<file path="config.mk">
export PLATFORM = sky130hd
export DESIGN_NAME = frame_load_sequencer
export DESIGN_NICKNAME = d
export VERILOG_FILES = /design/src/rtl/frame_load_sequencer.sv
export SDC_FILE = /design/constraint.sdc
export NUM_CORES = 1
export LEC_CHECK = 0
export CAP_MARGIN = 20
export CORE_MARGIN = 2
export CORE_UTILIZATION = 33
export CTS_CLUSTER_DIAMETER = 120
export CTS_CLUSTER_SIZE = 10
export DETAILED_ROUTE_END_ITERATION = 7
export SLEW_MARGIN = 25
export SYNTH_ARGS = -nofsm -noshare
export SYNTH_HDL_FRONTEND = slang
export SYNTH_SLANG_ARGS = --single-unit
</file>
<file path="constraint.sdc">
create_clock -name clk -period 7.9 [get_ports clk]
set_input_delay 1.58 -clock clk [delete_from_list [all_inputs] [get_ports clk]]
set_output_delay 1.58 -clock clk [all_outputs]
set_load 0.03 [all_outputs]
</file>
<file path="src/rtl/frame_load_sequencer.sv">
// frame_load_sequencer: packs FIFO words into pixels and streams them into image memory,
// with watermark fetch throttling, abort and optional auto-reload.
module frame_load_sequencer #(
  parameter int DIN_W  = 16,
  parameter int PIX_W  = 24,
  parameter int ADDR_W = 9,
  parameter int LVL_W  = 6,
  parameter int HI_WM  = 48,
  parameter int LO_WM  = 16
) (
  input  logic              clk,
  input  logic              reset,
  input  logic              start,
  input  logic              abort,
  input  logic              auto_reload,
  input  logic [ADDR_W-1:0] base_addr,
  input  logic [ADDR_W:0]   len,
  input  logic              src_valid,
  input  logic [DIN_W-1:0]  src_data,
  output logic              src_ready,
  input  logic [LVL_W-1:0]  fill_level,
  output logic              fetch_pause,
  output logic              mem_we,
  output logic [ADDR_W-1:0] mem_addr,
  output logic [PIX_W-1:0]  mem_din,
  output logic              busy,
  output logic              done
);
  localparam int AW = PIX_W + DIN_W;
  localparam int CW = $clog2(AW + 1);
  typedef enum logic [1:0] {IDLE, LOAD, DONE} state_t;
  state_t state_q, state_d;
  logic [ADDR_W-1:0] base_q, base_d, pix_idx_q, pix_idx_d, mem_addr_q, mem_addr_d;
  logic [ADDR_W:0] len_q, len_d, rem_q, rem_d;
  logic [PIX_W-1:0] acc_q, acc_d, mem_din_q, mem_din_d;
  logic [CW-1:0] acc_n_q, acc_n_d, sum_n;
  logic [AW-1:0] ext;
  logic mem_we_q, mem_we_d, busy_q, busy_d, done_q, done_d, pause_q, pause_d;
  logic accept, full, emit, init, latch, flush;
  assign src_ready   = state_q == LOAD && rem_q != '0 && !abort;
  assign accept      = src_valid && src_ready;
  // new word lands directly above the bits already held
  assign ext         = AW'(acc_q) | (AW'(src_data) << acc_n_q);
  assign sum_n       = acc_n_q + CW'(DIN_W);
  assign full        = sum_n >= CW'(PIX_W);
  assign emit        = accept && full;
  assign fetch_pause = pause_q;
  assign mem_we      = mem_we_q;
  assign mem_addr    = mem_addr_q;
  assign mem_din     = mem_din_q;
  assign busy        = busy_q;
  assign done        = done_q;
  always_comb begin
    state_d = state_q;
    unique case (state_q)
      IDLE:    state_d = start && !abort ? LOAD : IDLE;
      LOAD:    state_d = abort ? IDLE : rem_q == '0 ? DONE : LOAD;
      default: state_d = !abort && auto_reload ? LOAD : IDLE;
    endcase
  end
  always_comb begin
    init      = state_d == LOAD && state_q != LOAD;
    latch     = init && state_q == IDLE;
    flush     = init || state_d != LOAD;
    base_d    = latch ? base_addr : base_q;
    len_d     = latch ? len : len_q;
    rem_d     = init ? len_d : emit ? rem_q - (ADDR_W+1)'(1) : rem_q;
    pix_idx_d = init ? '0 : emit ? pix_idx_q + ADDR_W'(1) : pix_idx_q;
    acc_d     = flush ? '0 : accept ? (full ? PIX_W'(ext >> PIX_W) : ext[PIX_W-1:0]) : acc_q;
    acc_n_d   = flush ? '0 : accept ? (full ? sum_n - CW'(PIX_W) : sum_n) : acc_n_q;
    mem_we_d  = emit;
    mem_addr_d = emit ? base_q + pix_idx_q : mem_addr_q;
    mem_din_d = emit ? ext[PIX_W-1:0] : mem_din_q;
    busy_d    = state_d == LOAD;
    done_d    = state_d == DONE;
    // hysteresis holds between the watermarks; a fresh load starts unpaused
    pause_d   = state_d != LOAD ? 1'b1 :
                fill_level >= LVL_W'(HI_WM) ? 1'b1 :
                init || fill_level <= LVL_W'(LO_WM) ? 1'b0 : pause_q;
  end
  always_ff @(posedge clk or posedge reset) begin
    if (reset) begin
      state_q    <= IDLE;
      base_q     <= '0;
      len_q      <= '0;
      rem_q      <= '0;
      pix_idx_q  <= '0;
      acc_q      <= '0;
      acc_n_q    <= '0;
      mem_we_q   <= 1'b0;
      mem_addr_q <= '0;
      mem_din_q  <= '0;
      busy_q     <= 1'b0;
      done_q     <= 1'b0;
      pause_q    <= 1'b1;
    end else begin
      state_q    <= state_d;
      base_q     <= base_d;
      len_q      <= len_d;
      rem_q      <= rem_d;
      pix_idx_q  <= pix_idx_d;
      acc_q      <= acc_d;
      acc_n_q    <= acc_n_d;
      mem_we_q   <= mem_we_d;
      mem_addr_q <= mem_addr_d;
      mem_din_q  <= mem_din_d;
      busy_q     <= busy_d;
      done_q     <= done_d;
      pause_q    <= pause_d;
    end
  end
endmodule
</file>
==> results.yml <==
outcome:
  status: "finished clean"
clock_network:
  ctsResizeCount: 0
  clock_path_buffers: 2
  cts_setup_buffers: 0
  cts_max_level: 3
  insertion_delay_ps: 360
  cts_made_buffers: 9
  cts_tree: "built"
  cts.sinks: 104
  cts.clk_slew.worst_paths_ps: 70
  clockRootBuffer: "clkbuf_16"
  hold_buffers: 0
synth:
  seq_area_frac_synth: 0.490
  ys.flop_type: "dfrtp_1"
  syn-instance-count: 511
  netlist_area_um2: 5310
  syn-num-nets: 571
  synth_seq_cells: 104
  ys_types: 60
  synthArstFlopShare: 1.00
  ys_warn_count: 0
  syn_avg_cell_area_um2: 10.4
  synth_edf_count: 0
timing:
  tightest_slew_ps: 950
  tns_ps: 0
  drv_slew: 0
  hold_violations: 0
  rsz0062_at_grt: "false"
  setup_slack_ps: 2680
  setup_viol: 0
  fin_crit_sh: 0.661
  finalCriticalPeriod_ps: 5220
  max_freq_ghz: 0.191
  relSlewSlack: 0.364
  worst_clock_skew_ps: 6.35
floorplanning:
  die_x_um: 131
  die-area_um2: 17100
  core_area_um2: 15800
  die-height_um: 131
  num_rows: 46
  io_pins: 85
  start_util: 0.335
final_layout:
  nFillCells: 1490
  fin_nets: 638
  synthToLayoutAreaGrowth_pct: 25.3
  diodes: 0
  final_common_cell: "dfrtp_1"
  postLayoutCellArea_um2: 6650
  drive_above_1_share: 0.117
  final_cell_mix: "dfrtp_1 (103), clkdlybuf4s50_1 (84), o21ai_0 (66)"
  fin_util: 0.420
place:
  placed_area_um2: 6340
  port_buffers: 84
  dpl.hpwl_mm: 10.1
  routabilityCongestion: 0.869
  post-place-ws_ps: 2680
grt:
  gr-total-overflow: 0
  grt_max_degree: 79
  grt_usage: 0.174
  grt_pass1_vias: 4398
  grt_pass1_wl_mm: 23.3
  grt_antenna_before_repair: 0
routing:
  first_iter_violations: 413
  vias_per_cell: 5.60
  first_pass_iters: 5
  vias: 4475
  ant_nets: 0
  remaining_drc_errors: 0
  wire_per_inst_um: 18.0
  routed_wl_mm: 14.4
power:
  switchingPower_uw: 439
  ir_worst_vdd_v: 0.000108
  seq_power_share: 0.446
  p_comb_frac: 0.232
  p_int_uw: 1010
  p_clk_frac: 0.321
  powerDensity_nw_per_um2: 217
  leakage_uw: 0.00266
  swShare: 0.304
  p_total_uw: 1440
hold_path:
  min_path_type: "flip-flop to flip-flop"
worst_setup_path:
  r2r_slack_ps: 4500
  cp-start-kind: "input pin"
  worst_setup_path_end_kind: "output port"
  worst-path-max-fanout: 11
  critPathRequiredTime_ps: 6320
  crit_type: "input pin to output port"
  cp.arrival_ps: 3640
flow_run:
  maxCapViolCount: 0
==> logic make-up (layout without fill, tap and decap cells) <==
kind of cell    after synthesis  count (layout)  share of synthesized area
xor+xnor                      7               7                     0.0115
buf+inv                      43             115                     0.0332
fa+ha+maj                    13              13                     0.0321
flops                       104             104                      0.490
mux                          33              33                     0.0695
simple gates                119             119                      0.131
compound gates              192             192                      0.232
==> power groups by stage <==
stage          logic [uW]  registers (uW)  clock network [uW]
5_1_grt               370             654                 486
6_report              335             644                 464
3_5_place_dp          337             654                   0
4_1_cts               339             645                 471
3_3_place_gp          331             651                   0
2_1_floorplan         151             698                   0
==> state kept, by name, summed over array words and instances (netlist names) <==
register and count:
acc_n_q 3, mem_din 24, len_q 10, rem_q 10
base_q 9, busy 1, state_q 2, pix_idx_q 9
acc_q 24, done 1, mem_we 1, mem_addr 9
fetch_pause 1
==> cells in the mapped netlist (9+ instances only) <==
cell	n	area share
dfrtp_1	103	0.49
or4_1	9	0.013
a22oi_1	11	0.016
nor4b_1	9	0.015
nand3_1	11	0.010
o21ai_0	66	0.062
nand2_1	20	0.014
mux2_2	31	0.066
a21oi_1	40	0.038
clkbuf_1	25	0.018
o311ai_0	9	0.015
nor2_1	20	0.014
ha_1	12	0.028
==> final timing paths <==
path | cells past startpoint | endpoint | from
min | 1 | len_q[5] | len_q[5]
max in group asynchronous | 3 | acc_q[12] | reset
max | 5 | src_ready | abort
max reg2reg | 7 | acc_q[12] | acc_n_q[4]
min in group asynchronous | 2 | busy | reset
min reg2reg | 1 | len_q[5] | len_q[5]
==> critical path, stage by stage <==
cell,delay [ps]
clkdlybuf4s50_1,560
nor3b_2,360
o31ai_4,200
inv_2,210
clkdlybuf4s50_1,710
==> metrics by stage <==
step	hold slack (ps)	cells
finish	500	799
global route	518	799
CTS	506	799
detailed placement	489	783
global placement	484	783
floorplan	472	511
==> layout make-up <==
| cell class | count | area (um^2) | area share |
|---|---|---|---|
| clock buffers | 11 | 253 | 0.0380 |
| repair buffers | 89 | 882 | 0.133 |
| clock inverters | 5 | 55.1 | 0.00827 |
| inverters | 10 | 40.0 | 0.00602 |
| well taps | 216 | 270 | 0.0406 |
| multi-input cells | 364 | 2550 | 0.383 |
| flip-flops and latches | 104 | 2600 | 0.391 |
==> layer usage <==
| metal | part of all wire | track usage |
|---|---|---|
| met1 | 0.47 | 0.247 |
| met4 | 0.017 | 0.0626 |
| met2 | 0.46 | 0.268 |
| met5 | 0 | 0 |
| met3 | 0.054 | 0.0326 |
Note: power is estimated with default switching activity, not from simulation.
